[config.mk]
export PLATFORM = sky130hd
export DESIGN_NAME = mul_accum
export DESIGN_NICKNAME = d
export VERILOG_FILES = /design/src/rtl/mul_accum.sv
export SDC_FILE = /design/constraint.sdc
export NUM_CORES = 1
export LEC_CHECK = 0
export ABC_AREA = 1
export BUFFER_PORTS_ARGS = -buffer_cell sky130_fd_sc_hd__buf_4
export CAP_MARGIN = 15
export CORE_MARGIN = 2
export CORE_UTILIZATION = 45
export CTS_BUF_LIST = sky130_fd_sc_hd__clkbuf_8
export CTS_CLUSTER_SIZE = 8
export DETAILED_ROUTE_END_ITERATION = 6
export PLACE_DENSITY = 0.64
export SYNTH_ARGS = -nofsm -noshare
export SYNTH_HDL_FRONTEND = slang
export SYNTH_SLANG_ARGS = --single-unit
export TNS_END_PERCENT = 50
[constraint.sdc]
create_clock -name clk -period 4.7 [get_ports clk]
set_input_delay 0.94 -clock clk [delete_from_list [all_inputs] [get_ports clk]]
set_output_delay 0.94 -clock clk [all_outputs]
set_load 0.05 [all_outputs]
[src/rtl/mul_accum.sv]
// mul_accum: accumulates fixed-length frames of unsigned products into a
// dot-product sum. The input side uses a valid/ready handshake, and the result
// port is registered valid/ready. The next frame may accumulate while the
// previous result is still pending. The pipeline stalls only when a frame's
// last product arrives while the previous result has not been taken.
//
// Optional feature: define MUL_ACCUM_SAT_EN to clamp the running sum and the
// result to all-ones on carry-out. Without it, the sum wraps modulo 2^ACC_W.
// In both builds out_ovf reports that the frame sum exceeded 2^ACC_W-1.
module mul_accum #(
    parameter int PROD_W    = 10,
    parameter int ACC_W     = 16,
    parameter int FRAME_LEN = 8
) (
    input  logic              clk,
    input  logic              rst,
    input  logic              in_valid,
    output logic              in_ready,
    input  logic [PROD_W-1:0] in_prod,
    output logic              out_valid,
    input  logic              out_ready,
    output logic [ACC_W-1:0]  out_sum,
    output logic              out_ovf
);

    localparam int CNT_W = (FRAME_LEN > 1) ? $clog2(FRAME_LEN) : 1;
    localparam logic [CNT_W-1:0] LAST_CNT = CNT_W'(FRAME_LEN - 1);

    typedef enum logic {
        EMPTY = 1'b0,
        FULL  = 1'b1
    } state_t;

    state_t             state;
    logic [ACC_W-1:0]   acc;
    logic               ovf_acc;
    logic [CNT_W-1:0]   cnt;

    logic               last;
    logic               accept;
    logic [ACC_W:0]     sum_ext;
    logic               carry;
    logic [ACC_W-1:0]   sum_val;

    assign last      = (cnt == LAST_CNT);
    assign out_valid = (state == FULL);
    // Depends only on registered state and out_ready, never on in_valid.
    assign in_ready  = !(last && out_valid && !out_ready);
    assign accept    = in_valid && in_ready;

    assign sum_ext = {1'b0, acc} + {{(ACC_W + 1 - PROD_W){1'b0}}, in_prod};
    assign carry   = sum_ext[ACC_W];

    // Next running sum: wrap or clamp on carry-out, depending on the build.
    always_comb begin
        sum_val = sum_ext[ACC_W-1:0];
`ifdef MUL_ACCUM_SAT_EN
        if (carry) begin
            sum_val = '1;
        end
`endif
    end

    // Frame accumulation, result register and EMPTY/FULL result-port state.
    always_ff @(posedge clk or posedge rst) begin
        if (rst) begin
            state   <= EMPTY;
            acc     <= '0;
            ovf_acc <= 1'b0;
            cnt     <= '0;
            out_sum <= '0;
            out_ovf <= 1'b0;
        end else begin
            if (out_valid && out_ready) begin
                state <= EMPTY;
            end
            if (accept) begin
                if (last) begin
                    // A last accept overrides the take in the same cycle, so
                    // back-to-back results leave no bubble.
                    out_sum <= sum_val;
                    out_ovf <= ovf_acc | carry;
                    state   <= FULL;
                    acc     <= '0;
                    ovf_acc <= 1'b0;
                    cnt     <= '0;
                end else begin
                    acc     <= sum_val;
                    ovf_acc <= ovf_acc | carry;
                    cnt     <= cnt + 1'b1;
                end
            end
        end
    end

endmodule

==> results of run 1 <==
-- layer usage --
metal,GRT usage [%],vias to the layer above,share of wire (%)
met5,0,-,0
met4,7.74,0,1.8
met3,4.28,9,5.0
met2,30.3,37,44
met1,26.9,857,49
li1,-,1014,-
-- final timing paths --
check	startpoint	to	slack, ps	cells after the start
setup / recovery	cnt[0]$_DFFE_PP0P_	in_ready	2270	4
hold / removal	out_sum[10]$_DFFE_PP0P_	out_sum[10]$_DFFE_PP0P_	480	2
setup reg to reg	cnt[0]$_DFFE_PP0P_	out_sum[12]$_DFFE_PP0P_	2600	7
hold reg to reg	out_sum[10]$_DFFE_PP0P_	out_sum[10]$_DFFE_PP0P_	480	2
max in group asynchronous	rst	acc[5]$_DFFE_PP0P_	3600	3
min in group asynchronous	rst	out_sum[12]$_DFFE_PP0P_	750	3
-- metrics by stage --
| stage | setup slack (ps) | hold slack [ps] | cell area, sq um |
|---|---|---|---|
| after floorplan | 2360 | 446 | 2250 |
| after global placement | 2220 | 460 | 2530 |
| after detailed placement | 2190 | 467 | 2530 |
| after CTS | 2250 | 486 | 2640 |
| after global routing | 2200 | 508 | 2640 |
| final | 2270 | 479 | 2640 |
-- cell usage after synthesis, drive strengths merged --
cell    number  area (sq um)
o21ai       16          80.1
nand3       24           120
a21oi        5          25.0
inv         37           139
nand4        2          12.5
nand2      134           505
dfrtp       38           951
nor2        12          55.1
xnor2        3          26.3
a21o         1          7.51
fa           1          20.0
xor2         4          35.0
a21boi       2          26.3
buf          6          57.6
or2          3          18.8
nand3b       2          15.0
ha          12           150
nor3         2          10.0
-- kinds of logic (layout without fill, tap and decap cells) --
logic type | Yosys count | after routing | share of synthesized area, %
compound gates | 24 | 24 | 6.16
flops | 38 | 38 | 42.2
xor+xnor | 7 | 7 | 2.72
fa+ha+maj | 13 | 13 | 7.55
buf+inv | 43 | 78 | 8.71
simple gates | 179 | 179 | 32.7
-- report_power, final --
part	switching, mW	internal [mW]
sequential	0.0922	0.458
combinational	0.608	0.307
clock	0.122	0.156
total	0.821	0.922
-- worst register-to-register path, delay by kind of cell (launching register included) --
family,cells,cell delay [ps]
adders and majority gates,2,490
DFF,1,400
AOI/OAI and AO/OA,1,250
buffers and inverters,1,330
and+or+nand+nor,3,560
-- registers in the layout, summed over array words and instances (netlist names) --
signal / cells
out_ovf: 1
out_valid: 1
cnt: 3
ovf_acc: 1
acc: 16
out_sum: 16
-- final cells by class --
cell class,instances,area [sq um]
clock buffers,5,68.8
well taps,67,83.8
multi-input cells,223,1110
flip-flops and latches,38,951
inverters,37,139
repair buffers,33,248
fillers,476,2150
clock inverters,3,41.3
==> summary.txt, run 1 <==
Setup path
  • Slowest cell on the critical path: dfrtp_1
  • Critical Path RT: 3760 ps
  • Cell mode on critical path: ha_1
  • Crit Path Max Fanout: 4
  • CP max stage delay: 400 ps
  • Worst-path cell chain: ha_1 -> ha_1 -> nand2_1 -> buf_4
  • Crit Path Category: flop to output port
  • Setup crit start kind: flop
  • Critical Path AT: 1490 ps
  • WP buf/inv: 1
  • Top delay family on crit path: adder cells
  • CP Capture Type: output port

STA
  • Setup Skew: 8.37 ps
  • Fin crit share: 51.6%
  • Worst slew margin: 64.3%
  • F_max: 412 MHz
  • Slew @ Worst Pin: 534 ps
  • Final Slew Violations: 0
  • RSZ-0062 raised after global routing: no
  • Hold Vio Cnt, Final: 0
  • Final setup viols: 0
  • Clock period minus worst slack: 2430 ps
  • Fin Setup TNS: 0 ps

Placed design
  • Placed cells: 398
  • Post-DP HPWL: 3440 um
  • IO buf count: 32
  • Placer congestion estimate: 0.954

Pwr
  • Pwr dens: 661 mW/mm^2
  • Maximum VDD drop: 0.000321 V
  • Leakage: 1.50 nW
  • Total design power: 1.74 mW

Layout
  • Synth-to-Final Area Change: 17.0%
  • Share of layout cells above drive strength 1: 13.9%
  • Most frequent cells in the layout: 133 x nand2_1, 38 x dfrtp_1, 35 x inv_1
  • Most common cell after layout, fill and taps aside: nand2_1
  • Antenna cells: 0
  • Nets: 365
  • Share of the core filled with cells: 55.1%
  • Finished Layout Cells: 406

Floorplan
  • Core ar.: 0.00479 sq mm
  • FP Rows: 25
  • Initial Utilization: 47.1%
  • Io pins: 33
  • Die ar.: 0.00559 sq mm
  • Die width: 74.8 um
  • Die Y: 74.8 um

Synth
  • Cells after Synth: 304
  • Seq cells post-synth: 38
  • Ys Warns: 0
  • Mapped Avg Cell Area: 7.42 sq um
  • Synth unique cells: 27
  • Seq/Total Area, Yosys: 42.2%
  • Synth Cell Area: 0.00225 sq mm
  • Mapped Nets: 331

GRT
  • Vias in the first global route: 1,823
  • Initial antenna violation count: 0
  • Global-route wire length before repair: 8250 um
  • Total grt overflow: 0
  • Largest net degree at the start of global routing: 39
  • Total GRT Usage: 19.6%

Job
  • MaxCap Viol Count: 0

Route
  • TritonRoute pass-1 iters: 6
  • Wirelength per Cell: 11.7 um
  • Drt total wl: 4760 um
  • Antenna Nets Post-Route: 0
  • Drt drc: 0
  • DRT iter0 DRCs: 127
  • Vias: 1,917
  • Vias per Instance: 4.72

Clock network
  • Post-CTS setup buffers: 0
  • Worst-case clock buffer depth: 2
  • Reg clk slew, reported paths: 80 ps
  • Cts repair resizes: 0
  • Clk_lat worst skew: 300 ps
  • Clk sinks: 38
  • CTS tree: built
  • H-tree Lvls: 2
  • Clock tree root driver cell: clkbuf_8
  • # hold bufs at CTS: 0
  • CTS buffer count: 5

Worst hold path
  • Hold Crit Class: flop to flop

Status
  • Status: completed
Power figures use the tool's default switching activity.
==> inputs of run 2 (changes only) <==
- ABC_AREA: 1 -> 0
- PLACE_DENSITY: 0.64 -> 0.67
- clock period: 4.7 -> 2.1 ns (I/O delays scaled with it)
==> summary.txt, run 2 <==
Setup path
  • CP Capture Type: flop
  • Critical Path AT: 2260 ps (+770 ps)
  • Top delay family on crit path: simple AND/OR/NAND/NOR gates
  • Crit Path Category: flop to flop
  • Worst-path cell chain: ha_2 -> fa_2 -> nand3_2 -> a32oi_4 -> a21boi_2 -> or4_1 -> o311ai_1
  • Critical Path RT: 2290 ps (-1470 ps)
  • WP buf/inv: 0 (-1)
  • Setup crit start kind: flop
  • Crit Path Max Fanout: 6 (+2)
  • CP max stage delay: 530 ps (+130 ps)
  • Slowest cell on the critical path: or4_1

Route
  • DRT iter0 DRCs: 64 (-50%)
  • Met1 WL: 2210 um (-6.3%)
  • Vias per Instance: 5.48 (+16%)
  • Drt drc: 0 (unchanged)
  • Vias: 1,764 (-8.0%)
  • Antenna Nets Post-Route: 0 (unchanged)
  • Wirelength per Cell: 14.8 um (+26%)
  • Drt total wl: 4760 um (-0.13%)
  • Met3 routed WL: 222 um (-7.5%)
  • TritonRoute pass-1 iters: 4 (-2)
  • Top Layer Used: met4
  • Metal2 WL: 2220 um (+6.5%)

Synth
  • Synth unique cells: 40 (+48%)
  • Main synth FF type: dfrtp_1
  • Mapped Nets: 241 (-27%)
  • Seq/Total Area, Yosys: 46.7% (+4.5 points)
  • Ys Warns: 0 (unchanged)
  • Count leader, synth: nand2_1
  • Synth top area share: 46.7% (+4.5 points)
  • Seq cells post-synth: 38 (unchanged)
  • Number of synthesized flops with an enable pin: 0 (unchanged)
  • Cells after Synth: 214 (-30%)
  • Mapped Avg Cell Area: 9.51 sq um (+28%)
  • Post-synth top cells: 47 x nand2_1, 38 x dfrtp_1, 18 x o21ai_0
  • Post-synth ARST share: 100% (unchanged)
  • Synth Cell Area: 0.00204 sq mm (-9.7%)
  • Area leader, netlist: dfrtp_1
  • Main area contributors after synthesis: dfrtp_1 47%, nand2_1 8.7%, ha_1 7.4%, o21ai_0 4.4%, nor2_1 2.2%

STA
  • Worst slew margin: 67.5% (+3.2 points)
  • Hold Vio Cnt, Final: 0 (unchanged)
  • Clock period minus worst slack: 2070 ps
  • RSZ-0062 raised after global routing: yes
  • Slew @ Worst Pin: 488 ps (-45.9 ps)
  • Setup Skew: 9.09 ps (+0.726 ps)
  • Worst hold slack: 239 ps (-240 ps)
  • Final Slew Violations: 0 (unchanged)
  • F_max: 483 MHz
  • Final setup viols: 0 (unchanged)
  • Fin crit share: 98.6%

Floorplan
  • Io pins: 33 (unchanged)
  • FP Rows: 24 (-4.0%)
  • Core ar.: 0.00435 sq mm (-9.0%)
  • Die ar.: 0.00508 sq mm (-9.2%)
  • Die Y: 71.3 um (-4.7%)
  • Initial Utilization: 46.8% (-0.36 points)
  • Die width: 71.3 um (-4.7%)

GRT
  • Initial antenna violation count: 0 (unchanged)
  • Total GRT Usage: 20.4% (+0.76 points)
  • Global-route wire length before repair: 8140 um (-1.3%)
  • Total grt overflow: 0 (unchanged)
  • Largest net degree at the start of global routing: 39 (unchanged)
  • Vias in the first global route: 1,790 (-1.8%)

Worst hold path
  • Hold Crit Class: input port to async pin

Clock network
  • H-tree Lvls: 2 (unchanged)
  • Clock tree root driver cell: clkbuf_8
  • CTS buffer count: 5 (unchanged)
  • CTS tree: built
  • Reg clk slew, reported paths: 80 ps (about the same)
  • # hold bufs at CTS: 0 (unchanged)
  • Worst-case clock buffer depth: 2 (unchanged)
  • Clk_lat worst skew: 290 ps (about the same)
  • Clk sinks: 38 (unchanged)

Layout
  • Largest registers: acc: 16 flops, out_sum: 16 flops, cnt: 3 flops
  • Nets: 296 (-19%)
  • Most frequent cells in the layout: 54 x buf_4, 47 x nand2_1, 38 x dfrtp_1
  • Synth-to-Final Area Change: 31.0%
  • Share of layout cells above drive strength 1: 30.0% (+16 points)
  • Fin area: 0.00267 sq mm (+1.1%)
  • Antenna cells: 0 (unchanged)
  • Most common cell after layout, fill and taps aside: buf_4
  • Share of the core filled with cells: 61.3% (+6.1 points)
  • Finished Layout Cells: 322 (-21%)

Pwr
  • Pwr dens: 1660 mW/mm^2 (+150%)
  • Leakage: 1.27 nW (-15%)
  • Maximum VDD drop: 0.000606 V (+89%)

Placed design
  • Placed cells: 312 (-22%)
  • Dpl cell area: 0.00246 sq mm (-2.5%)
  • Post-DP HPWL: 3320 um (-3.4%)
  • Placer congestion estimate: 0.854 (-10%)
  • IO buf count: 32 (unchanged)

Job
  • MaxCap Viol Count: 0 (unchanged)

Status
  • Status: completed
-- run 2: cell count changes in the layout (fill, tap and decap cells not counted), moves of 5 or more --
cell and delta:
nand3_1 -18, or3_1 +5, a31oi_1 +5, o21ai_1 -9, nand2_1 -86, buf_4 +21
o21ai_0 +12, inv_1 -27, or4_1 +5
-- run 2: path summary, 6_finish.rpt --
check | from | slack (ps) | to | cells after the start
hold reg to reg | out_sum[5]$_DFFE_PP0P_ | 480 | out_sum[5]$_DFFE_PP0P_ | 2
min in group clk | out_ready | 370 | out_valid$_DFF_PP0_ | 3
setup reg to reg | acc[0]$_DFFE_PP0P_ | 30 | acc[14]$_DFFE_PP0P_ | 7
setup / recovery | acc[0]$_DFFE_PP0P_ | 30 | acc[14]$_DFFE_PP0P_ | 7
hold / removal | rst | 240 | cnt[2]$_DFFE_PP0P_ | 3
max in group asynchronous | rst | 1510 | acc[7]$_DFFE_PP0P_ | 3
-- run 2: per-layer routing --
layer | global-route usage, % | up-vias
met3 | 5.06 | 13
met5 | 0 | -
met1 | 25.8 | 832
met2 | 33.8 | 42
met4 | 7.55 | 0
li1 | - | 877
-- run 2: where the power goes --
group / total (mW) / internal (mW) / leakage, nW / switching, mW
sequential: 1.27 / 1.05 / 0.452 / 0.219
clock: 0.528 / 0.264 / 0.0472 / 0.264
combinational: 2.63 / 1.06 / 0.774 / 1.57
total: 4.43 / 2.38 / 1.27 / 2.05
-- run 2: cells by family after synthesis --
kind of cell / after synthesis / synth area share [%]
AO/OA/AOI/OAI: 51 / 16.8
XOR/XNOR: 9 / 3.87
adder cells (fa/ha/maj): 13 / 8.36
buffers and inverters: 15 / 3.63
flip-flops: 38 / 46.7
multiplexers: 2 / 1.11
AND/OR/NAND/NOR: 86 / 19.5
-- run 2: worst register-to-register path, delay by kind of cell (launching register included) --
family	cells	cell delay, ps
AO/OA/AOI/OAI	3	530
adder cells (fa/ha/maj)	2	430
flip-flops	1	370
AND/OR/NAND/NOR	2	650
-- run 2: stage by stage --
step,total power [mW],setup TNS (ps),worst slack (ps)
after floorplan,2.94,-390,-35.7
after global placement,3.62,-1360,-130
after detailed placement,3.68,-1700,-211
after CTS,4.33,0,5.25
after global routing,4.77,-124,-54.6
final,4.43,0,28.8
-- run 2: area by class of cell --
cell class | instances | area (sq um)
fill | 355 | 1690
multi-input combinational | 162 | 1120
sequential | 38 | 951
timing repair buffer | 54 | 405
clock buffer | 6 | 82.6
tap | 52 | 65.1
inverter | 8 | 30.0
clock inverter | 2 | 12.5
-- run 2: timing repair --
action / in CTS / in global routing
setup buffers: 2 / 0
gates resized for setup: 8 / 5
endpoints found under the setup margin: 4 / 16
pin swaps: 7 / 3
cloned: 0 / 1
